--- config.mk ---
export PLATFORM = sky130hd
export DESIGN_NAME = branch_redirect_ctrl
export DESIGN_NICKNAME = d
export VERILOG_FILES = /design/src/rtl/branch_redirect_ctrl.sv
export SDC_FILE = /design/constraint.sdc
export NUM_CORES = 1
export LEC_CHECK = 0
export CAP_MARGIN = 30
export CORE_UTILIZATION = 30
export DETAILED_ROUTE_END_ITERATION = 7
export SYNTH_ARGS = -nofsm -noshare
export SYNTH_HDL_FRONTEND = slang
export SYNTH_SLANG_ARGS = --single-unit
--- constraint.sdc ---
create_clock -name clk -period 4.32 [get_ports clk]
set_input_delay 0.432 -clock clk [delete_from_list [all_inputs] [get_ports clk]]
set_output_delay 0.432 -clock clk [all_outputs]
set_load 0.02 [all_outputs]
--- src/rtl/branch_redirect_ctrl.sv ---
// Branch prediction tracker: in-order queue of fetch predictions checked against execute resolutions.
// Mispredict -> registered flush one cycle later, then fetch held RECOVER_CYCLES; queue_full back-pressures fetch.
module branch_redirect_ctrl #(
    parameter int ADDR_WIDTH     = 16,
    parameter int DEPTH          = 4,
    parameter int RECOVER_CYCLES = 2,
    parameter int CNT_WIDTH      = 16
) (
    input  logic                  clk,
    input  logic                  reset,
    input  logic                  stall,
    input  logic [ADDR_WIDTH-1:0] pc,
    input  logic                  pred_valid,
    input  logic                  pred_taken,
    input  logic [ADDR_WIDTH-1:0] pred_target,
    input  logic                  resolve_valid,
    input  logic                  resolve_taken,
    input  logic [ADDR_WIDTH-1:0] resolve_target,
    output logic                  flush,
    output logic [ADDR_WIDTH-1:0] flush_address,
    output logic                  fetch_hold,
    output logic                  queue_full,
    output logic                  underflow,
    output logic [CNT_WIDTH-1:0]  branch_count,
    output logic [CNT_WIDTH-1:0]  mispredict_count
);
    localparam int PTR_W = $clog2(DEPTH);
    localparam int RC_W  = $clog2(RECOVER_CYCLES + 1);
    localparam logic [PTR_W:0] FULL_OCC = (PTR_W+1)'(DEPTH);

    typedef struct packed {
        logic                  taken;
        logic [ADDR_WIDTH-1:0] target;
        logic [ADDR_WIDTH-1:0] fallthrough;
    } entry_t;

    typedef enum logic {IDLE, RECOVER} state_t;

    entry_t           mem [DEPTH];
    entry_t           head;
    logic [PTR_W-1:0] rd_ptr, wr_ptr;
    logic [PTR_W:0]   occ, occ_nxt;
    logic [RC_W-1:0]  rcnt;
    state_t           state, state_nxt;
    logic             idle, pop, push, mismatch, mispredict;

    assign head     = mem[rd_ptr];
    assign idle     = (state == IDLE);
    assign pop      = idle && resolve_valid && (occ != '0);
    assign mismatch = (head.taken != resolve_taken) ||
                      (head.taken && resolve_taken && (head.target != resolve_target));
    assign mispredict = pop && mismatch;
    // A full queue still accepts a push when a correct pop frees the head slot in the same cycle.
    assign push = idle && pred_valid && !stall && !flush && !mispredict &&
                  (!queue_full || pop);

    always_comb begin
        state_nxt = state;
        case (state)
            IDLE:    if (mispredict) state_nxt = RECOVER;
            RECOVER: if (rcnt == RC_W'(1)) state_nxt = IDLE;
            default: state_nxt = IDLE;
        endcase
    end

    always_comb begin
        occ_nxt = occ;
        if (mispredict)
            occ_nxt = '0;
        else if (push && !pop)
            occ_nxt = occ + (PTR_W+1)'(1);
        else if (pop && !push)
            occ_nxt = occ - (PTR_W+1)'(1);
    end

    always_ff @(posedge clk) begin
        if (push)
            mem[wr_ptr] <= '{taken: pred_taken, target: pred_target,
                             fallthrough: pc + ADDR_WIDTH'(2)};
    end

    always_ff @(posedge clk) begin
        if (reset) begin
            state            <= IDLE;
            rcnt             <= '0;
            rd_ptr           <= '0;
            wr_ptr           <= '0;
            occ              <= '0;
            flush            <= 1'b0;
            flush_address    <= '0;
            fetch_hold       <= 1'b0;
            queue_full       <= 1'b0;
            underflow        <= 1'b0;
            branch_count     <= '0;
            mispredict_count <= '0;
        end else begin
            state      <= state_nxt;
            fetch_hold <= (state_nxt == RECOVER);
            flush      <= mispredict;
            occ        <= occ_nxt;
            queue_full <= (occ_nxt == FULL_OCC);

            if (mispredict)
                rcnt <= RC_W'(RECOVER_CYCLES);
            else if (state == RECOVER)
                rcnt <= rcnt - RC_W'(1);

            if (mispredict) begin
                flush_address <= resolve_taken ? resolve_target : head.fallthrough;
                rd_ptr        <= '0;
                wr_ptr        <= '0;
            end else begin
                if (push) wr_ptr <= wr_ptr + PTR_W'(1);
                if (pop)  rd_ptr <= rd_ptr + PTR_W'(1);
            end

            if (idle && resolve_valid && (occ == '0))
                underflow <= 1'b1;
            if (pop && (branch_count != '1))
                branch_count <= branch_count + CNT_WIDTH'(1);
            if (mispredict && (mispredict_count != '1))
                mispredict_count <= mispredict_count + CNT_WIDTH'(1);
        end
    end
endmodule

Yosys cells after proc, flatten, opt, wreduce, memory -nomap -nowiden. Memory sizes are Yosys's and may differ from the RTL's. A register that Yosys moved wholly into a read port is not among the register bits. Index checks and enable logic that the tools add are counted.

Flip-flop bits (word level): 61. Bits in latches: 0. Memory bits (writable): 132. Bits in read-only memories: 0. Input port bits: 55. Output and inout port bits: 52. Word-level logic and storage cells: 68. Memories kept: 1.

$add $sub $neg: 8. $mul: 0. Divide/modulo/power cells: 0. Order comparisons: 0. Equal/unequal tests: 6. Shift-type cells: 0. Mux-type cells: 13. Bitwise gates (word level): 1. Reduce and logical (&&, ||, !) cells: 27.

Memories: mem (depth 4, bits a word 33, rd ports 1, clocked after Yosys merged registers in 1, wr ports 1, RTL line 39) `entry_t mem [DEPTH];`.

Operators by type and width (count): adder 16 x 1 -> 16 bit (second input constant) (2); inequality test 16 bit (second input constant) (2); adder 16 x 2 -> 16 bit (second input constant) (1); two-way mux 16 bit (1); inequality test 16 bit (1); logical AND 1 bit (15); two-way mux 3 bit (3); two-way mux 2 bit (4); zero test 1 bit (6); adder 2 x 1 -> 2 bit (second input constant) (2); two-way mux 1 bit (4); adder 3 x 1 -> 3 bit (second input constant) (1); equality test 3 bit (second input constant) (1); zero test 3 bit (1); nonzero test 3 bit (1); subtractor 3 x 1 -> 3 bit (second input constant) (1); equality test 2 x 1 -> 1 bit (second input constant) (1); logical OR 1 bit (2); one-hot mux 1 bit (2 select lines) (1); nonzero test 2 bit (1); OR reduction 2 bit (1); subtractor 2 x 1 -> 2 bit (second input constant) (1); inequality test 1 bit (1); inverter 1 bit (1).

Depth between registers and ports, before layout. Gate-level depths: netlist (run 1).

Depth in word-level cells: 13. Depth in mapped cells: 11. Depth with buffers taken out: 9.

Worst setup path after synthesis (run 1). No wires, ideal clock.

Path type: register to register. Start point: register (tool-made name). End point: memory mem[0][0] (netlist bit), enable pin. Arrival time: 3.150 ns. Data required time: 3.927 ns. Slack: 0.777 ns. Stages on the path, launching flop included: 10. Path buffers: 4. Path through: dfxtp_1 -> buf_6 -> buf_2 -> buf_2 -> mux4_2 -> ha_1 -> nand2_1 -> o21a_2 -> buf_2 -> and3_1.

RTL lines (RTL line): end: declaration (39).

==> results of run 1 <==
==> path summary, 6_finish.rpt <==
path / start / to / slack [ns]
max: flop / mem[3][16] / 0.80
min: underflow / underflow / 0.48
max reg2reg: flop / mem[3][16] / 0.80
min reg2reg: underflow / underflow / 0.48
==> metrics by stage <==
stage               power, W  cell area, sq um  hold slack, ns
floorplan            0.00347              8280           0.514
CTS                  0.00558             10400           0.490
detailed placement   0.00398              9780           0.473
global placement     0.00394              9750           0.451
finish               0.00551             10400           0.481
global route         0.00578             10400           0.502
==> registers in the layout, summed over array words and instances, names as in the netlist, named ones only <==
name and count:
mem 132, rcnt 2, queue_full 1, flush_address 16, wr_ptr 2, flush 1
underflow 1, rd_ptr 2, occ 3, state 1, branch_count 16, mispredict_count 16
==> critical path, cell delays in order, from the launching register on <==
cell	delay (ns)
dfxtp_2	0.34
buf_12	0.27
mux4_2	0.55
xnor2_1	0.17
nand4_1	0.14
nor4_2	0.58
o21a_2	0.41
and3_1	0.22
buf_4	0.44
==> layout make-up <==
cell class / instances / area [sq um] / area share
clock inverters: 12 / 150 / 0.0145
clock buffers: 20 / 447 / 0.0430
repair buffers: 119 / 1210 / 0.117
inverters: 9 / 33.8 / 0.00325
multi-input cells: 339 / 2880 / 0.278
flip-flops and latches: 195 / 5230 / 0.504
well taps: 341 / 427 / 0.0411
==> per-layer routing <==
layer / track usage / up-vias / share of wire
met5: 0 / - / 0
met4: 0.0356 / 0 / 0.0099
met3: 0.0329 / 18 / 0.058
met2: 0.218 / 155 / 0.48
met1: 0.178 / 2442 / 0.46
li1: - / 2375 / -
==> power breakdown <==
part | internal [W] | leakage [nW] | switching [W] | total, W
clock | 0.000884 | 0.289 | 0.000721 | 0.00160
sequential | 0.00222 | 1.71 | 0.000113 | 0.00234
combinational | 0.000757 | 1.38 | 0.000817 | 0.00157
total | 0.00386 | 3.38 | 0.00165 | 0.00551
==> synth_stat cells, drive strengths merged (2+ instances only) <==
| cell type | count | share of area |
|---|---|---|
| edfxtp | 132 | 0.48 |
| dfxtp | 63 | 0.15 |
| nor2 | 57 | 0.026 |
| xnor2 | 35 | 0.037 |
| mux4 | 33 | 0.090 |
| nand3 | 25 | 0.015 |
| mux2i | 19 | 0.023 |
| nand2 | 19 | 0.0086 |
| a211oi | 16 | 0.023 |
| nand4 | 16 | 0.012 |
| and3 | 14 | 0.011 |
| clkbuf | 14 | 0.0063 |
| xor2 | 14 | 0.015 |
| buf | 13 | 0.012 |
| ha | 12 | 0.018 |
| nor2b | 11 | 0.0083 |
| nor3 | 10 | 0.0060 |
| a21oi | 9 | 0.0054 |
| inv | 9 | 0.0041 |
| mux2 | 9 | 0.012 |
| o21ai | 9 | 0.0054 |
| nor4 | 4 | 0.0045 |
| o21a | 4 | 0.0038 |
| and2 | 3 | 0.0023 |
| or3 | 3 | 0.0023 |
| a311oi | 2 | 0.0029 |
| a31oi | 2 | 0.0015 |
| nand2b | 2 | 0.0015 |
==> cell families after synthesis <==
logic type | synth area share
multiplexers | 0.125
buffers and inverters | 0.0227
adder cells (fa/ha/maj) | 0.0181
AO/OA/AOI/OAI | 0.0503
flip-flops | 0.631
AND/OR/NAND/NOR | 0.101
XOR/XNOR | 0.0518
==> results.sh, run 1 <==
export IMPL_status="finished, final reports clean"
export IMPL_slew_headroom=0.391
export IMPL_hold_depth=2
export IMPL_yosysSeqAreaShare=0.631
export IMPL_pre_cts_slack_ns=0.753
export IMPL_cts_sinks=195
export IMPL_grt_pass1_wl_um=28300
export IMPL_drc=0
export IMPL_ir_drop_uv=261
export IMPL_postRouteAntennaNets=0
export IMPL_final_cells=1035
export IMPL_place_congestion=0.757
export IMPL_dp_hpwl_um=12800
export IMPL_ctsLongestPathBuffers=2
export IMPL_syn_cell_area_sq_um=8280
export IMPL_antenna_found_initial=0
export IMPL_final_setup_skew_ns=0.0132
export IMPL_synth_ff_type="edfxtp_1"
export IMPL_fin_crit_ns=3.52
export IMPL_layout_commonest_cell="edfxtp_1"
export IMPL_hold_violations=0
export IMPL_via_count=4990
export IMPL_setup_slack_ns=0.796
export IMPL_critPathLaunchType="flop"
export IMPL_cts_buffers_inserted=17
export IMPL_core_sq_um=27000
export IMPL_die_x_um=168
export IMPL_totalNegativeSetupSlack_ns=0
export IMPL_cp_required_ns=4.40
export IMPL_via_per_inst=4.82
export IMPL_tritoncts="yes"
export IMPL_ys_async_sr_fraction=0
export IMPL_power_density_nw_per_um2=531
export IMPL_grt_use_total=0.134
export IMPL_leakagePower_nw=3.38
export IMPL_yosysWarnings=0
export IMPL_grt_max_degree=46
export IMPL_max_cap_violations=0
export IMPL_htree_levels=4
export IMPL_worstSetupEndpointType="flop"
export IMPL_cp_max_fo=33
export IMPL_synth_edf_count=132
export IMPL_die_area_sq_um=28300
export IMPL_final_cell_mix="132 x edfxtp_1, 105 x clkdlybuf4s50_1, 62 x dfxtp_1, 57 x nor2_1, 35 x xnor2_1"
export IMPL_die_h_um=168
export IMPL_synth_cells=570
export IMPL_overflow=0
export IMPL_r2r_worst_path_cells=8
export IMPL_rsz0062_at_grt="no"
export IMPL_cts_clk_slew_worst_paths_ns=0.07
export IMPL_pin_count=107
export IMPL_synth_nets=637
export IMPL_hold_class="flop to flop"
export IMPL_drv_slew=0
export IMPL_insertion_delay_ns=0.44
export IMPL_cts_resized=0
export IMPL_setup_viol_count_final=0
export IMPL_first_global_vias=4931
export IMPL_worst_pin_slew_ns=0.914
export IMPL_postCtsSetupBuffers=0
export IMPL_fin_util=0.384
export IMPL_cp_data_arrival_time_ns=3.60
export IMPL_fin_crit_sh=0.816
export IMPL_critPathKind="flop to flop"
export IMPL_drt_iter0_drc=295
export IMPL_ys_seq_elements=195
export IMPL_max_freq_mhz=284
export IMPL_fillers=2545
export IMPL_ctsHoldBuffers=0
export IMPL_rows=60
export IMPL_start_util=0.306
export IMPL_diodes=0
export IMPL_drive_gt1_frac=0.154
export IMPL_portBuffers=106
export IMPL_drtPass1Iterations=5
export IMPL_cts_root_buf="clkbuf_16"
export IMPL_wl_um=18300
export IMPL_dp_cells=1003
export IMPL_areaGrowthSynthToFinish_pct=25.3
export IMPL_syn_area_per_cell_sq_um=14.5
export IMPL_wire_per_inst_um=17.7
export IMPL_fin_nets=748
export IMPL_synth_cell_types=47
Note: power is estimated with default switching activity, not from simulation.
==> inputs of run 2 (changes only) <==
clock period = 2.95 ns   (was 4.32 ns; I/O delays follow)
==> results.sh, run 2 (synthesized netlist as in run 1, its figures left out) <==
export IMPL_drv_slew=0
export IMPL_fillers=2534
export IMPL_multi_input_area_sq_um=2910
export IMPL_cts_sinks=195
export IMPL_drive_gt1_frac=0.180
export IMPL_cp_required_ns=3.09
export IMPL_pin_count=107
export IMPL_setup_viol_count_final=0
export IMPL_totalNegativeSetupSlack_ns=0
export IMPL_max_freq_mhz=357
export IMPL_setup_slack_ns=0.151
export IMPL_hold_end="underflow"
export IMPL_power_density_nw_per_um2=767
export IMPL_pre_cts_slack_ns=0.0954
export IMPL_largest_register="mem"
export IMPL_fin_crit_sh=0.949
export IMPL_core_sq_um=27000
export IMPL_via_per_inst=4.80
export IMPL_layout_commonest_cell="edfxtp_1"
export IMPL_first_global_vias=4892
export IMPL_r2r_worst_path_cells=8
export IMPL_drc=0
export IMPL_largest_register_ffs=132
export IMPL_r2r_end="mem[1][25]"
export IMPL_worst_pin_slew_ns=0.558
export IMPL_worstSetupEndpointType="flop"
export IMPL_pwr_share_comb=0.302
export IMPL_diodes=0
export IMPL_rows=60
export IMPL_areaGrowthSynthToFinish_pct=28.2
export IMPL_ctsLongestPathBuffers=2
export IMPL_hold_class="input pin to flop"
export IMPL_cts_clk_slew_worst_paths_ns=0.07
export IMPL_cp_data_arrival_time_ns=2.93
export IMPL_die_x_um=168
export IMPL_die_area_sq_um=28300
export IMPL_switching_share=0.304
export IMPL_hold_violations=0
export IMPL_grt_pass1_wl_um=28200
export IMPL_hold_start="reset"
export IMPL_cts_buffers_inserted=17
export IMPL_start_util=0.306
export IMPL_wire_per_inst_um=17.3
export IMPL_seq_area_sq_um=5230
export IMPL_wl_um=18200
export IMPL_cts_root_buf="clkbuf_16"
export IMPL_final_cells=1051
export IMPL_grt_use_total=0.133
export IMPL_p_switching_w=0.00248
export IMPL_place_congestion=0.770
export IMPL_holdWs_ns=0.241
export IMPL_p_int_w=0.00566
export IMPL_drtPass1Iterations=4
export IMPL_insertion_delay_ns=0.44
export IMPL_status="finished, final reports clean"
export IMPL_hold_depth=2
export IMPL_antenna_found_initial=0
export IMPL_fin_nets=764
export IMPL_ir_drop_uv=362
export IMPL_critPathLaunchType="flop"
export IMPL_leakagePower_nw=3.49
export IMPL_via_count=5046
export IMPL_final_cell_mix="132 x edfxtp_1, 105 x clkdlybuf4s50_1, 62 x dfxtp_1, 57 x nor2_1, 35 x xnor2_1"
export IMPL_portBuffers=106
export IMPL_dp_cells=1016
export IMPL_die_h_um=168
export IMPL_drt_iter0_drc=335
export IMPL_p_clk_frac=0.278
export IMPL_slew_headroom=0.625
export IMPL_overflow=0
export IMPL_final_setup_skew_ns=0.0143
export IMPL_grt_max_degree=37
export IMPL_max_cap_violations=0
export IMPL_postRouteAntennaNets=0
export IMPL_dp_hpwl_um=12900
export IMPL_tritoncts="yes"
export IMPL_critPathKind="flop to flop"
export IMPL_rrSetupSlack_ns=0.15
export IMPL_rsz0062_at_grt="no"
export IMPL_fin_crit_ns=2.80
export IMPL_cp_max_fo=10
export IMPL_pwr_share_seq=0.420
export IMPL_htree_levels=4
## run 2: cell types whose count changed in the layout (fill, tap and decap cells not counted), moves of 2 or more
cell,before,now
and3_1,14,10
and3_4,0,4
clkbuf_8,1,3
buf_12,3,12
buf_4,9,16
bufinv_16,2,0
## run 2: stage by stage
stage	power [W]	util	cell area, sq um
detailed placement	0.00590	0.370	9990
floorplan	0.00509	-	8300
global placement	0.00589	0.370	9990
CTS	0.00816	0.391	10600
finish	0.00814	0.393	10600
global route	0.00853	0.393	10600
## run 2: worst max-delay path, stage by stage, from the launching register on
cell,delay (ns)
dfxtp_2,0.42
buf_12,0.17
mux4_2,0.51
xnor2_1,0.21
nand4_1,0.22
nor4_4,0.29
o21a_2,0.24
and3_4,0.24
buf_4,0.19
## run 2: worst max path at each step
stage,start,end,slack (ns),cells past startpoint
2_1_floorplan,flop,mem[0][0],0.009,9
3_3_place_gp,flop,flush_address[3],0.15,10
3_5_place_dp,flop,mem[1][30],0.1,8
4_1_cts,flop,mem[1][25],0.08,8
5_1_grt,flop,mem[3][32],0.04,8
6_report,flop,mem[1][25],0.15,8
## run 2: repair_timing
action / CTS / global route
gates resized for setup: 0 / 1
buffers inserted: 0 / 2
hold buffers: 0 / 0
endpoints found under the setup margin: 0 / 78
## run 2: layer usage
metal / vias to the layer above / global-route usage / wire length [um]
met1: 2497 / 0.180 / 8640
met4: 0 / 0.0360 / 150
li1: 2408 / - / -
met3: 12 / 0.0299 / 791
met5: - / 0 / 0
met2: 129 / 0.214 / 8640
## run 2: final cells by class
class,count,area share
timing repair buffer,135,0.136
inverter,9,0.00318
sequential,195,0.492
clock buffer,21,0.0443
tap,341,0.0402
clock inverter,11,0.0104
multi-input combinational,339,0.274
## run 2: power by group through the flow
stage / clock [W] / combinational, W / sequential (W)
after detailed placement: 0 / 0.00242 / 0.00348
final: 0.00227 / 0.00245 / 0.00342
after global placement: 0 / 0.00241 / 0.00347
after CTS: 0.00231 / 0.00243 / 0.00342
after floorplan: 0 / 0.00152 / 0.00357
after global routing: 0.00241 / 0.00267 / 0.00345
==> RTL change (config.mk and constraints of run 2) <==
Make the reset (`reset`) asynchronous in one clocked block.
--- a/src/rtl/branch_redirect_ctrl.sv
+++ b/src/rtl/branch_redirect_ctrl.sv
@@ -79,7 +79,7 @@
                              fallthrough: pc + ADDR_WIDTH'(2)};
     end
 
-    always_ff @(posedge clk) begin
+    always_ff @(posedge clk or posedge reset) begin
         if (reset) begin
             state            <= IDLE;
             rcnt             <= '0;
Function: differs if reset is asserted again (counterexample within 4 cycles, from zero or initial values and one cycle with reset high); with reset held inactive, the same outputs for 4 cycles.
==> RTL change against run 2 <==
Sequential cell count shrank 2; critical path type unchanged; routed wire length is 1.7% lower; total power up 6.4%; design area fell by 0.62%; area after synthesis shrank 1.5%; non-clock buffer count up 6; worst setup slack worse by 0.091 ns; sequential share of layout area up 2.8 points; maximum frequency down 3.2%.
==> RTL change: results (changes against run 2) <==
| Metric | Value |
|---|---|
| Status | `complete, no violations` |
| First-pass GRT wire length | `28080 µm (-0.44%)` |
| Synth unique cells | `37 (-21%)` |
| Hold_ws | `0.2848 ns (+0.04326 ns)` |
| Dpl hpwl | `12740 µm (-1.0%)` |
| LEAKAGE | `3.812 nW (+9.4%)` |
| Crit Path Max Fanout | `15 (+5)` |
| Placed Cells | `955 (-6.0%)` |
| 1st-pass router iterations | `4 (unchanged)` |
| Final worst setup slack | `0.06004 ns (-0.09111 ns)` |
| Largest net degree at the start of global routing | `35 (-5.4%)` |
| Fin cells | `1001 (-4.8%)` |
| Reg2Reg Setup Slack | `0.06 ns (-0.09 ns)` |
| Internal power | `5.934 mW (+4.8%)` |
| Sequential share of the synthesized area | `0.6732 (+0.04221)` |
| Vias in the first global route | `4928 (+0.74%)` |
| Final nets | `720 (-5.8%)` |
| Starting DRC count in detailed routing | `329 (-1.8%)` |
| Met3 Wirelength | `1097 µm (+39%)` |
| Pre-CTS setup slack | `-0.03203 ns (-0.1274 ns)` |
| Syn Nets | `579 (-9.1%)` |
| Top sig layer | `met5` |
| Met1 WL | `8222 µm (-4.8%)` |
| Crit Reg-Reg Endpoint | `mem[0][2]$_DFFE_PP_` |
| Wirelength per Cell | `17.90 µm (+3.2%)` |
| Hold crit path type | `in2async` |
| Tightest Pin Transition | `0.6583 ns (+0.1004 ns)` |
| Met2 wire len | `8446 µm (-2.3%)` |
| Post-synthesis area per instance | `15.93 µm² (+9.6%)` |
| VDD IR-drop max | `0.0004607 V (+27%)` |
| Clock Skews | `0.01033 ns (-0.004013 ns)` |
| Synth top cells by count | `132 x edfxtp_1, 61 x dfrtp_1, 48 x xnor2_1` |
| CP Data Arrival Time | `3.03 ns (+0.10 ns)` |
| Slowest stage delay, CP | `0.54 ns (+0.03 ns)` |
| Asr flop ratio synth | `0.3161 (+0.3161)` |
| Placed inst area | `0.009823 mm² (-1.6%)` |
| R2R depth | `9 (+1)` |
| Clock transition at the registers of the reported paths | `0.08 ns` |
| Synth top area cells | `edfxtp_1 49%, dfrtp_1 19%, mux4_2 9.1%, xnor2_1 5.2%, mux2i_1 2.2%` |
| GRT Util Overall | `0.1333 (+0.0004413)` |
==> RTL change: changes by cell type in the layout (fill, tap and decap cells not counted), moves of 6 or more <==
cell      before  now
dfxtp_1       62    0
o21ai_0        7    1
a21oi_1        9   17
a211oi_2      14    0
dfrtp_1        0   60
nor3_1        10    1
nor2b_1       11    3
nor2_1        57   38
xnor2_1       35   45
==> RTL change: worst max-delay path by stage <==
stage,startpoint,end,cells past startpoint
global route,rd_ptr[0]$_DFFE_PP0P_,mem[0][2]$_DFFE_PP_,9
finish,rd_ptr[0]$_DFFE_PP0P_,mem[0][2]$_DFFE_PP_,9
global placement,rd_ptr[0]$_DFFE_PP0P_,mem[0][12]$_DFFE_PP_,9
CTS,rd_ptr[0]$_DFFE_PP0P_,mem[0][15]$_DFFE_PP_,9
detailed placement,rd_ptr[0]$_DFFE_PP0P_,mem[0][18]$_DFFE_PP_,9
floorplan,rd_ptr[0]$_DFFE_PP0P_,mem[0][0]$_DFFE_PP_,11
==> RTL change: area by class of cell <==
class                      count  area (µm²)
clock buffer                  17       425.4
clock inverter                15       128.9
fill                        2358       15800
inverter                      12       45.04
multi-input combinational    288        2562
sequential                   193        5492
tap                          335       419.2
timing repair buffer         141        1478
==> RTL change: kinds of logic (layout without fill, tap and decap cells) <==
group / after synthesis / count (layout) / share of synthesized area
flops: 193 / 193 / 0.6732
simple gates: 130 / 130 / 0.07917
compound gates: 28 / 28 / 0.02271
fa+ha+maj: 12 / 12 / 0.01841
mux: 56 / 56 / 0.1201
buf+inv: 31 / 185 / 0.01979
xor+xnor: 62 / 62 / 0.06658
==> RTL change: metal layers <==
metal / vias to the layer above / global-route usage
met4: 2 / 0.02778
met2: 140 / 0.2125
li1: 2195 / -
met1: 2374 / 0.1830
met3: 14 / 0.03446
met5: - / 0
==> RTL change: timing repair <==
action                     4_1_cts  5_1_grt
pin swaps                        0        6
gates resized for setup          1        7
setup endpoints to repair      133      140
setup buffers                    0       13
cloned                           0        1
==> RTL change: power by group through the flow <==
| stage | Sequential (mW) | Combinational (mW) | Clock (mW) |
|---|---|---|---|
| 2_1_floorplan | 3.82 | 1.57 | 0 |
| 3_3_place_gp | 3.64 | 2.71 | 0 |
| 3_5_place_dp | 3.66 | 2.74 | 0 |
| 4_1_cts | 3.61 | 2.77 | 2.21 |
| 5_1_grt | 3.66 | 3.15 | 2.33 |
| 6_report | 3.60 | 2.90 | 2.15 |
==> RTL change: worst max-delay path, delay by kind of cell, from the launching register on <==
kind	cells	cell delay (ns)
xor+xnor	1	0.13
compound gates	2	0.55
buf+inv	2	0.36
simple gates	3	0.58
mux	1	0.54
flops	1	0.44
